==> src/rtl/clk_en_sched_m.sv <==
// Programmable-period clock enable / square-wave generator with run, period-aligned stop,
// single-step, and a req/ack divisor update that only lands on period boundaries.
module clk_en_sched_m #(
  parameter int CNT_W       = 8,
  parameter int DEFAULT_DIV = 100
) (
  input  logic             clk_100,
  input  logic             rst,
  input  logic             run,
  input  logic             step,
  input  logic             div_wr,
  input  logic [CNT_W-1:0] div_in,
  output logic             div_busy,
  output logic             div_ack,
  output logic [CNT_W-1:0] cur_div,
  output logic             clk_en,
  output logic             clk_out,
  output logic [15:0]      period_cnt
);

  localparam logic [1:0] ST_STOP = 2'd0;
  localparam logic [1:0] ST_RUN  = 2'd1;
  localparam logic [1:0] ST_STEP = 2'd2;

  localparam logic [CNT_W-1:0] DEF_DIV = CNT_W'(DEFAULT_DIV);
  localparam logic [CNT_W-1:0] MIN_DIV = CNT_W'(2);
  localparam logic [CNT_W-1:0] ONE     = CNT_W'(1);

  logic [1:0]       state_q, state_d;
  logic [CNT_W-1:0] cnt_q, cnt_d;
  logic [CNT_W-1:0] cur_div_q, cur_div_d;
  logic [CNT_W-1:0] pend_q, pend_d;
  logic             busy_q, busy_d;
  logic [15:0]      period_cnt_q, period_cnt_d;

  logic active, boundary, apply;

  always_comb begin
    active   = (state_q != ST_STOP);
    boundary = active && (cnt_q == cur_div_q);
    // A stopped generator has no period in flight, so a pending divisor lands immediately.
    apply    = busy_q && (!active || boundary);

    state_d      = state_q;
    cnt_d        = cnt_q;
    cur_div_d    = cur_div_q;
    pend_d       = pend_q;
    busy_d       = busy_q;
    period_cnt_d = period_cnt_q;

    unique case (state_q)
      ST_STOP: begin
        if (run)       state_d = ST_RUN;
        else if (step) state_d = ST_STEP;
      end
      ST_RUN:  if (boundary && !run) state_d = ST_STOP;
      ST_STEP: if (boundary) state_d = run ? ST_RUN : ST_STOP;
      default: state_d = ST_STOP;
    endcase

    if (!active || boundary) cnt_d = ONE;
    else                     cnt_d = cnt_q + ONE;

    if (boundary) period_cnt_d = period_cnt_q + 16'd1;

    // busy_q gates capture, so a write during the apply cycle is dropped.
    if (apply) begin
      cur_div_d = pend_q;
      busy_d    = 1'b0;
      cnt_d     = ONE;
    end else if (div_wr && !busy_q) begin
      pend_d = (div_in < MIN_DIV) ? MIN_DIV : div_in;
      busy_d = 1'b1;
    end
  end

  always_ff @(posedge clk_100) begin
    if (rst) begin
      state_q      <= ST_STOP;
      cnt_q        <= ONE;
      cur_div_q    <= DEF_DIV;
      pend_q       <= DEF_DIV;
      busy_q       <= 1'b0;
      period_cnt_q <= 16'd0;
    end else begin
      state_q      <= state_d;
      cnt_q        <= cnt_d;
      cur_div_q    <= cur_div_d;
      pend_q       <= pend_d;
      busy_q       <= busy_d;
      period_cnt_q <= period_cnt_d;
    end
  end

  assign div_busy   = busy_q;
  assign div_ack    = apply;
  assign cur_div    = cur_div_q;
  assign clk_en     = boundary;
  assign clk_out    = (cnt_q <= (cur_div_q >> 1));
  assign period_cnt = period_cnt_q;

endmodule

==> config.mk <==
export PLATFORM = sky130hd
export DESIGN_NAME = clk_en_sched_m
export DESIGN_NICKNAME = d
export VERILOG_FILES = /design/src/rtl/clk_en_sched_m.sv
export SDC_FILE = /design/constraint.sdc
export NUM_CORES = 1
export LEC_CHECK = 0
export ABC_AREA = 1
export CORE_MARGIN = 1.5
export CORE_UTILIZATION = 37
export DETAILED_ROUTE_END_ITERATION = 7
export PLACE_DENSITY = 0.6
export SYNTH_ARGS = -nofsm -noshare
export SYNTH_HDL_FRONTEND = slang
export SYNTH_SLANG_ARGS = --single-unit
==> constraint.sdc <==
create_clock -name clk_100 -period 3.3 [get_ports clk_100]
set_input_delay 0.495 -clock clk_100 [delete_from_list [all_inputs] [get_ports clk_100]]
set_output_delay 0.495 -clock clk_100 [all_outputs]
set_load 0.005 [all_outputs]
Yosys cells after proc, flatten, opt, wreduce, memory -nomap -nowiden
Cells that the tools add are included.
- flip-flop bits (word level): 43
- output and inout bits: 28
- logic and storage cells: 38
- $add $sub $neg: 2
- magnitude comparators: 2
- equality and inequality tests: 6
- mux-type cells: 7
- bitwise gates (word level): 1
- reduce and logical (&&, ||, !) cells: 14
- operators by type and width (kind ; number):
    adder 16 x 1 -> 16 bit, second input constant ; 1
    adder 8 x 1 -> 8 bit, second input constant ; 1
    equality test 8 bit ; 1
    <= comparator 8 x 7 -> 1 bit ; 1
    < comparator 8 x 2 -> 1 bit, second input constant ; 1
    2-to-1 mux 2 bit ; 4
    2-to-1 mux 8 bit ; 1
    case mux 2 bit (3 select lines) ; 1
    logical AND 1 bit ; 4
    != test 2 bit, second input constant ; 2
    zero test 1 bit ; 3
    != test 3 bit, second input constant ; 1
    AND reduction 3 bit ; 1
    OR reduction 3 bit ; 1
    equality test 2 x 1 -> 1 bit, second input constant ; 1
    equality test 2 bit, second input constant ; 1
    zero test 2 bit ; 1
    AND reduction 2 bit ; 1
    nonzero test 2 bit ; 1
    OR reduction 2 bit ; 1
    logical OR 1 bit ; 1
    2-to-1 mux 1 bit ; 1
    NOT 1 bit ; 1

Longest topological paths before layout
Gate-level depths: netlist of the first run.
- depth after elaboration: 6
- depth in mapped cells: 11
- gate-level depth less buffers: 11

Worst setup path before layout of the first run
Ideal clock, no wire load.
- kind: register to output
- start: reg cur_div_q[4] (netlist: cur_div[4])
- end: out clk_out
- arrival: 1.133 ns
- path slack: 1.672 ns
- stages on the path, launching flop included: 8
- path through: dfxtp_1 inv_1 ha_1 nand2_1 o21ai_0 nand2_1 o211ai_1 o21ai_0
- cells in the longest elaborated chain, start to end: 1
- RTL lines (what ; line ; RTL):
    start, declared ; 31 ; logic [CNT_W-1:0] cur_div_q, cur_div_d;
    start signal, assigned ; 88 ; cur_div_q <= cur_div_d;
    <= comparator 8 x 7 -> 1 bit ; 99 ; assign clk_out = (cnt_q <= (cur_div_q >> 1));
    end, declared ; 17 ; output logic clk_out,
No other way between the ends.

Final worst setup path of the first run
- start: reg cnt_q[4]
- end: out div_ack
- cells in the longest elaborated chain, start to end: 4
- RTL lines (what ; line ; RTL):
    start, declared ; 30 ; logic [CNT_W-1:0] cnt_q, cnt_d;
    start signal, assigned ; 87 ; cnt_q <= cnt_d;
    equality test 8 bit ; 40 ; boundary = active && (cnt_q == cur_div_q);
    logical AND 1 bit ; 40 ;
    logical OR 1 bit ; 42 ; apply = busy_q && (!active || boundary);
    logical AND 1 bit ; 42 ;
    end, declared ; 14 ; output logic div_ack,
No other way between the ends.

==> results.sh, run 1 <==
export IMPL_status="finished clean"
export IMPL_clock_sinks=43
export IMPL_final_layout_size_suffix_gt1_share_pct=5.45
export IMPL_insertion_delay_ns=0.30
export IMPL_netlist_top_cells_area="dfxtp_1, nand2_1, nor2_1"
export IMPL_finalWirelength_um=5200
export IMPL_synth_edf_count=0
export IMPL_cts_repair_resized=0
export IMPL_path_clk_slew_ns=0.08
export IMPL_whs_ns=0.467
export IMPL_cts_buffer_depth=2
export IMPL_drt_vias_per_instance=4.62
export IMPL_finalNetCount=406
export IMPL_die_h_um=82.5
export IMPL_max_freq_mhz=382
export IMPL_cts_made_buffers=5
export IMPL_path_common_cell="nand2_1"
export IMPL_cp_cell_sequence="nand2_1 -> nand2_1 -> nand2_1 -> nor2_2 -> nand2_4 -> nand2_4 -> nand2_2 -> inv_2 -> clkdlybuf4s50_1"
export IMPL_tightest_slew_ns=0.539
export IMPL_vias=2123
export IMPL_period_minus_slack_ns=2.62
export IMPL_detail_route_antenna_nets=0
export IMPL_met2_usage_pct=24.8
export IMPL_final_area_mm2=0.00289
export IMPL_synth_cell_types=28
export IMPL_worst_path_max_delay_cell="clkdlybuf4s50_1"
export IMPL_hpwl_um=3980
export IMPL_track_usage_pct=16.8
export IMPL_synthArstFlopShare_pct=0
export IMPL_tns_ns=0
export IMPL_synthCells=342
export IMPL_rsz0062_at_grt="false"
export IMPL_yosys_top_cells_count="nand2_1, nor2_1, dfxtp_1"
export IMPL_yosysTopAreaCell="dfxtp_1"
export IMPL_endpoint_kind="output port"
export IMPL_arrival_ns=2.12
export IMPL_leakage_nw=1.24
export IMPL_min_path_type="flop to flop"
export IMPL_maxCapViolCount=0
export IMPL_coreArea_mm2=0.00603
export IMPL_syn2layout_area_growth_pct=23.5
export IMPL_final_hold_violation_count=0
export IMPL_drv_slew=0
export IMPL_cp_max_fo=10
export IMPL_netlist_area_mm2=0.00234
export IMPL_synthMostInstantiatedCell="nand2_1"
export IMPL_synth_seq_cells=43
export IMPL_power_density_mw_per_mm2=494
export IMPL_grt_pass1_wl_um=8710
export IMPL_post_cts_setup_buffers=0
export IMPL_synth_avg_cell_area_um2=6.84
export IMPL_synth_top_cell_area_share_pct=36.8
export IMPL_cpPeakStageDelay_ns=0.53
export IMPL_start_kind="flop"
export IMPL_cts_htree_levels=2
export IMPL_irDropWorstVdd_v=0.000280
export IMPL_path_class="flop to output port"
export IMPL_grt_use_met1_pct=23.9
export IMPL_clock_root_buffer="clkbuf_8"
export IMPL_fin_crit_sh_pct=79.4
export IMPL_yosysSeqAreaShare_pct=36.8
export IMPL_cts_tree="built"
export IMPL_grt_overflow_total=0
export IMPL_pin_count=41
export IMPL_setup_viol=0
export IMPL_cp_data_required_time_ns=2.80
export IMPL_dieArea_mm2=0.00681
export IMPL_antenna_found_initial=0
export IMPL_dieWidth_um=82.5
export IMPL_diodes=0
export IMPL_slew_headroom_pct=63.9
export IMPL_grt_max_degree=22
export IMPL_floorplan_rows=28
export IMPL_synth_fp_nets=364
export IMPL_met3_usage_pct=3.52
export IMPL_nFillCells=646
export IMPL_drc=0
export IMPL_io_buffers=40
export IMPL_hold_buffers=0
export IMPL_placed_cell_area_mm2=0.00280
export IMPL_ff2ff_setup_slack_ns=1.59
export IMPL_gp_congestion=0.813
export IMPL_synth_ff_type="dfxtp_1"
export IMPL_fin_skew_ns=0.00848
export IMPL_drt_iter0_drc=80
export IMPL_grt_pass1_vias=1858
export IMPL_synth_warning_count=0
export IMPL_initial_core_util_pct=38.8
export IMPL_grt_busiest_layer="met2"
export IMPL_drt_pass1_iter_count=4
export IMPL_drt_wirelength_per_cell_um=11.3
## flip-flops by register name (all words and copies together), names as in the netlist
name / count
state_q: 2
div_busy: 1
cnt_q: 8
pend_q: 8
period_cnt: 16
cur_div: 8
## logic make-up after synthesis
kind of cell	after synthesis	synth area share (%)
compound gates	40	9.31
xor+xnor	15	5.62
fa+ha+maj	9	4.82
buf+inv	49	8.77
flops	43	36.8
simple gates	186	34.7
## critical path: cells and delay by family, from the launching register on
kind | cells | cell delay, ns
buf+inv | 2 | 0.69
flops | 1 | 0.46
simple gates | 7 | 0.68
## metal layers
metal | up-vias | share of wire [%]
met4 | 0 | 1.4
met1 | 926 | 52
met5 | - | 0
met3 | 5 | 3.0
li1 | 1166 | -
met2 | 26 | 44
## layout make-up
cell class	instances	area (um^2)	share of cell area [%]
repair buffers	42	415	14.4
clock buffers	6	72.6	2.51
multi-input cells	250	1270	44.1
well taps	75	93.8	3.25
clock inverters	2	12.5	0.433
inverters	42	160	5.55
flip-flops and latches	43	861	29.8
## final timing paths
path / cells after the start / start / to
worst min-delay path: 1 / cnt_q[0]$_SDFF_PP1_ / cnt_q[0]$_SDFF_PP1_
worst min register to register: 1 / cnt_q[0]$_SDFF_PP1_ / cnt_q[0]$_SDFF_PP1_
worst max-delay path: 9 / cnt_q[4]$_SDFF_PP0_ / div_ack
worst max register to register: 7 / period_cnt[0]$_SDFFE_PP0P_ / period_cnt[14]$_SDFFE_PP0P_
## power by group
| group | leakage [nW] | switching, mW | internal (mW) | total, mW |
|---|---|---|---|---|
| clock network | 0.0412 | 0.184 | 0.148 | 0.332 |
| logic | 0.843 | 0.248 | 0.192 | 0.440 |
| registers | 0.351 | 0.0735 | 0.580 | 0.654 |
## stage by stage
stage | utilization, % | setup slack (ns) | cells | power, mW
after floorplan | - | 1.67 | 342 | 0.956
after global placement | 46.5 | 0.979 | 452 | 1.10
after detailed placement | 46.5 | 0.994 | 452 | 1.11
after CTS | 47.9 | 0.661 | 460 | 1.44
after global routing | 47.9 | 0.504 | 460 | 1.53
final | 47.9 | 0.681 | 460 | 1.43
## layout by cell type, fill, tap and decap left out, drive strengths merged
master	instances
clkdlybuf4s50	40
nor4	1
ha	9
buf	2
o21ai	15
o211ai	2
clkinvlp	1
xnor2	5
nand2	100
nand3	19
clkinv	1
nand4	4
nor2	50
nor3	6
dfxtp	43
clkbuf	6
nand3b	5
a31oi	1
nor3b	1
inv	42
xor2	10
a21oi	22
No activity file was read; power rests on OpenSTA's default activity.
==> run 2: changes to the inputs <==
Clock period 3.3 ns to 2.7 ns, I/O delays scaled along.
==> run 2 against run 1 <==
  * Clock skew grew 0.0043 ns
  * Combinational power rose by 24%
  * First-iteration DRC count shrank 2.5%
  * Routed wire length grew 5.1%
  * Sequential share of layout area is 0.23 points lower
  * Critical path type unchanged
  * Critical endpoint unchanged
  * Largest cell class unchanged
==> results.sh, run 2 (same netlist as run 1, synthesis figures left out) <==
export IMPL_status="finished clean"
export IMPL_grt_max_degree=22
export IMPL_grt_busiest_layer="met2"
export IMPL_diodes=0
export IMPL_gp_congestion=0.847
export IMPL_worstReg2RegStart="period_cnt[0]$_SDFFE_PP0P_"
export IMPL_drt_vias_per_instance=4.69
export IMPL_slew_headroom_pct=67.5
export IMPL_setup_viol=0
export IMPL_dieWidth_um=82.5
export IMPL_min_from="pend_q[6]$_SDFFE_PP1P_"
export IMPL_grt_use_met1_pct=23.6
export IMPL_min_path_type="flop to flop"
export IMPL_whs_endpoint="pend_q[6]$_SDFFE_PP1P_"
export IMPL_hpwl_um=4080
export IMPL_insertion_delay_ns=0.30
export IMPL_leakage_nw=1.25
export IMPL_grt_pass1_vias=1937
export IMPL_met2_usage_pct=26.3
export IMPL_dieArea_mm2=0.00681
export IMPL_coreArea_mm2=0.00603
export IMPL_layout_core_utilization_pct=48.4
export IMPL_drt_wirelength_per_cell_um=11.8
export IMPL_drt_iter0_drc=78
export IMPL_ff2ff_setup_slack_ns=0.99
export IMPL_cp_max_fo=10
export IMPL_path_class="flop to output port"
export IMPL_track_usage_pct=17.0
export IMPL_tns_ns=0
export IMPL_tightest_slew_ns=0.487
export IMPL_nFillCells=647
export IMPL_power_density_mw_per_mm2=614
export IMPL_largest_reg_flops=16
export IMPL_max_freq_mhz=400
export IMPL_fin_crit_sh_pct=92.6
export IMPL_grt_overflow_total=0
export IMPL_layout_commonest_cell="nand2_1"
export IMPL_drv_slew=0
export IMPL_drc=0
export IMPL_path_clk_slew_ns=0.09
export IMPL_drt_pass1_iter_count=4
export IMPL_clock_root_buffer="clkbuf_8"
export IMPL_cpPeakStageDelay_ns=0.53
export IMPL_irDropWorstVdd_v=0.000385
export IMPL_finalWirelength_um=5470
export IMPL_initial_core_util_pct=38.8
export IMPL_cts_made_buffers=5
export IMPL_arrival_ns=2.10
export IMPL_fin_skew_ns=0.0128
export IMPL_fin_total_pwr_mw=1.79
export IMPL_final_layout_size_suffix_gt1_share_pct=6.72
export IMPL_rsz0062_at_grt="false"
export IMPL_final_hold_violation_count=0
export IMPL_reg2reg_to="period_cnt[14]$_SDFFE_PP0P_"
export IMPL_hold_buffers=0
export IMPL_pin_count=41
export IMPL_io_buffers=40
export IMPL_floorplan_rows=28
export IMPL_cp_cell_sequence="inv_1 -> nand2_1 -> nand2_1 -> nand2_1 -> nor2_2 -> nand2_4 -> nand2_4 -> nand2_2 -> inv_2 -> clkdlybuf4s50_1"
export IMPL_finalNetCount=408
export IMPL_cts_buffer_depth=2
export IMPL_worst_path_max_delay_cell="clkdlybuf4s50_1"
export IMPL_cts_htree_levels=2
export IMPL_clock_sinks=43
export IMPL_post_cts_setup_buffers=0
export IMPL_met3_usage_pct=3.19
export IMPL_start_kind="flop"
export IMPL_period_minus_slack_ns=2.50
export IMPL_detail_route_antenna_nets=0
export IMPL_r2r_cells=7
export IMPL_path_common_cell="nand2_1"
export IMPL_grt_pass1_wl_um=8870
export IMPL_cp_data_required_time_ns=2.30
export IMPL_endpoint_kind="output port"
export IMPL_antenna_found_initial=0
export IMPL_syn2layout_area_growth_pct=24.8
export IMPL_maxCapViolCount=0
export IMPL_cts_tree="built"
export IMPL_hold_depth=2
export IMPL_die_h_um=82.5
export IMPL_final_cell_mix="nand2_1, nor2_1, dfxtp_1, inv_1, clkdlybuf4s50_1"
export IMPL_vias=2165
[run 2: changes by cell type in the layout (fill, tap and decap cells not counted), sizes merged]
| cell | previous run | this run |
|---|---|---|
| buf | 2 | 4 |
[run 2: repair_timing]
action	4_1_cts	5_1_grt
endpoints found under the hold margin	0	0
setup endpoints to repair	0	1
gates resized for setup	0	2
[run 2: power by group]
| part | leakage [nW] | internal [mW] | total [mW] | switching (mW) |
|---|---|---|---|---|
| sequential | 0.352 | 0.710 | 0.799 | 0.0891 |
| clock | 0.0474 | 0.209 | 0.448 | 0.239 |
| combinational | 0.854 | 0.237 | 0.545 | 0.309 |
[run 2: worst max-delay path, delay by kind of cell, from the launching register on]
family,cells,cell delay (ns)
simple gates,7,0.64
flops,1,0.37
buf+inv,3,0.79
[run 2: final cells by class]
type	count	area, um^2	area share, %
multi-input combinational	250	1270	43.6
sequential	43	863	29.6
timing repair buffer	44	430	14.7
inverter	42	160	5.49
tap	75	93.8	3.21
clock buffer	6	82.6	2.83
clock inverter	2	16.3	0.557
[run 2: worst max path at each step]
stage / startpoint / to / slack (ns) / cells after the start
floorplan: cur_div[4]$_SDFFE_PP0P_ / clk_out / 1.16 / 7
global placement: cnt_q[4]$_SDFF_PP0_ / div_ack / 0.48 / 9
detailed placement: cnt_q[4]$_SDFF_PP0_ / div_ack / 0.48 / 9
CTS: cnt_q[4]$_SDFF_PP0_ / div_ack / 0.12 / 9
global route: cnt_q[0]$_SDFF_PP1_ / div_ack / 0.02 / 10
finish: cnt_q[4]$_SDFF_PP0_ / div_ack / 0.20 / 10
[run 2: per-stage QoR]
| step | hold WS [ns] | setup slack [ns] | area, um^2 | cells |
|---|---|---|---|---|
| 5_1_grt | 0.494 | 0.0193 | 2920 | 462 |
| 3_3_place_gp | 0.449 | 0.480 | 2820 | 454 |
| 3_5_place_dp | 0.448 | 0.481 | 2820 | 454 |
| 4_1_cts | 0.468 | 0.124 | 2920 | 462 |
| 6_report | 0.470 | 0.199 | 2920 | 462 |
| 2_1_floorplan | 0.407 | 1.16 | 2340 | 342 |
[run 2: routing by layer]
metal  vias up  wire (um)
li1       1169          -
met5         -          0
met2        29       2440
met4         0         68
met1       962       2800
met3         5        156
==> run 3: changes to the inputs <==
Settings changed: CORE_ASPECT_RATIO from default to 1.1, CORE_MARGIN 1.5 to 2.
==> run 3 against run 2 <==
  * Sequential power hardly changed
  * Via count is 0.51% higher
  * Combinational power hardly changed
  * Worst hold slack worse by 0.013 ns
  * Maximum frequency is 0.62% higher
  * Critical path depth stayed put
  * Die area is 2.4% higher
  * Total power is 3.1% higher
  * Utilization is 0.74 points lower
  * Clock power is 14% higher
  * Critical endpoint unchanged
==> results.sh, run 3 (same netlist as run 1, synthesis figures left out) <==
export IMPL_status="finished clean"
export IMPL_fin_skew_ns=0.00685
export IMPL_whs_endpoint="cnt_q[0]$_SDFF_PP1_"
export IMPL_tns_ns=0
export IMPL_start_kind="flop"
export IMPL_stdcell_count=467
export IMPL_max_freq_mhz=402
export IMPL_finalNetCount=408
export IMPL_hold_depth=1
export IMPL_ff2ff_setup_slack_ns=0.99
export IMPL_drt_pass1_iter_count=4
export IMPL_detail_route_antenna_nets=0
export IMPL_grt_pass1_wl_um=9000
export IMPL_finalWirelength_um=5150
export IMPL_drt_iter0_drc=67
export IMPL_cp_max_fo=10
export IMPL_rsz0062_at_grt="false"
export IMPL_pin_count=41
export IMPL_vias=2176
export IMPL_cts_made_buffers=5
export IMPL_grt_overflow_total=0
export IMPL_drt_vias_per_instance=4.66
export IMPL_syn2layout_area_growth_pct=25.6
export IMPL_cts_htree_levels=2
export IMPL_gp_congestion=0.842
export IMPL_grt_pass1_vias=2096
export IMPL_hpwl_um=3920
export IMPL_floorplan_rows=30
export IMPL_coreArea_mm2=0.00616
export IMPL_setup_viol=0
export IMPL_final_layout_size_suffix_gt1_share_pct=6.20
export IMPL_cpPeakStageDelay_ns=0.52
export IMPL_cts_buffer_depth=2
export IMPL_tightest_slew_ns=0.461
export IMPL_drc=0
export IMPL_cts_repair_resized=0
export IMPL_insertion_delay_ns=0.30
export IMPL_r2r_cells=7
export IMPL_cp_cell_sequence="inv_1 -> nand2_1 -> nand2_1 -> nand2_1 -> nor2_2 -> nand2_4 -> nand2_4 -> nand2_2 -> inv_2 -> clkdlybuf4s50_1"
export IMPL_arrival_ns=2.08
export IMPL_largest_reg_flops=16
export IMPL_final_cell_mix="nand2_1, nor2_1, dfxtp_1, inv_1, clkdlybuf4s50_1"
export IMPL_post_cts_setup_buffers=0
export IMPL_initial_core_util_pct=38.0
export IMPL_irDropWorstVdd_v=0.000289
export IMPL_dieArea_mm2=0.00697
export IMPL_slew_headroom_pct=69.2
export IMPL_clock_root_buffer="clkbuf_8"
export IMPL_path_clk_slew_ns=0.09
export IMPL_maxCapViolCount=0
export IMPL_fin_crit_sh_pct=92.1
export IMPL_diodes=0
export IMPL_drv_slew=0
export IMPL_hold_buffers=0
export IMPL_layout_commonest_cell="nand2_1"
export IMPL_drt_wirelength_per_cell_um=11.0
export IMPL_die_h_um=87.4
export IMPL_reg2reg_to="period_cnt[14]$_SDFFE_PP0P_"
export IMPL_antenna_found_initial=0
export IMPL_endpoint_kind="output port"
export IMPL_path_common_cell="nand2_1"
export IMPL_io_buffers=40
export IMPL_worstReg2RegStart="period_cnt[0]$_SDFFE_PP0P_"
export IMPL_placed_cells=459
export IMPL_cp_data_required_time_ns=2.30
export IMPL_track_usage_pct=16.1
export IMPL_dieWidth_um=79.8
export IMPL_power_density_mw_per_mm2=629
export IMPL_final_hold_violation_count=0
export IMPL_cts_tree="built"
export IMPL_min_from="cnt_q[0]$_SDFF_PP1_"
export IMPL_period_minus_slack_ns=2.49
export IMPL_worst_path_max_delay_cell="clkdlybuf4s50_1"
export IMPL_path_class="flop to output port"
export IMPL_leakage_nw=1.26
export IMPL_clock_sinks=43
export IMPL_min_path_type="flop to flop"
export IMPL_grt_max_degree=22
-- run 3: final cells by class --
| type | instances | area [um^2] |
|---|---|---|
| fillers | 651 | 3220 |
| multi-input cells | 250 | 1270 |
| flip-flops and latches | 43 | 861 |
| repair buffers | 44 | 430 |
| inverters | 42 | 160 |
| well taps | 80 | 100 |
| clock buffers | 5 | 68.8 |
| clock inverters | 3 | 43.8 |
-- run 3: how the worst max path moves through the flow --
| stage | slack [ns] | to | cells past startpoint | start |
|---|---|---|---|---|
| after floorplan | 1.16 | clk_out | 7 | cur_div[4]$_SDFFE_PP0P_ |
| after global placement | 0.56 | clk_out | 8 | cur_div[2]$_SDFFE_PP1P_ |
| after detailed placement | 0.54 | div_ack | 9 | cnt_q[1]$_SDFF_PP0_ |
| after CTS | 0.19 | div_ack | 9 | cnt_q[1]$_SDFF_PP0_ |
| after global routing | 0.01 | div_ack | 9 | cnt_q[4]$_SDFF_PP0_ |
| final | 0.21 | div_ack | 10 | cnt_q[5]$_SDFF_PP0_ |
-- run 3: layer usage --
layer  GRT usage [%]  share of wire (%)
met1            20.9                 48
met2            26.4                 47
met3            3.53                3.3
met4            5.70                1.4
met5               0                  0
-- run 3: through the flow --
step / util (%) / hold WS, ns / total power, mW / setup WS, ns / cell area, um^2
floorplan: - / 0.407 / 1.17 / 1.16 / 2340
global placement: 45.9 / 0.438 / 1.35 / 0.563 / 2820
detailed placement: 45.9 / 0.440 / 1.36 / 0.536 / 2820
CTS: 47.7 / 0.463 / 1.87 / 0.188 / 2940
global route: 47.7 / 0.496 / 1.98 / 0.0127 / 2940
finish: 47.7 / 0.457 / 1.85 / 0.214 / 2940
-- run 3: critical path: cells and delay by family (launching register included) --
| family | cells | cell delay (ns) |
|---|---|---|
| flops | 1 | 0.36 |
| buf+inv | 3 | 0.78 |
| simple gates | 7 | 0.62 |
-- run 3: power breakdown --
group | switching [mW] | internal [mW] | leakage, nW
Sequential | 0.0882 | 0.709 | 0.351
Clock | 0.233 | 0.276 | 0.0581
Combinational | 0.305 | 0.238 | 0.854
Total | 0.626 | 1.22 | 1.26
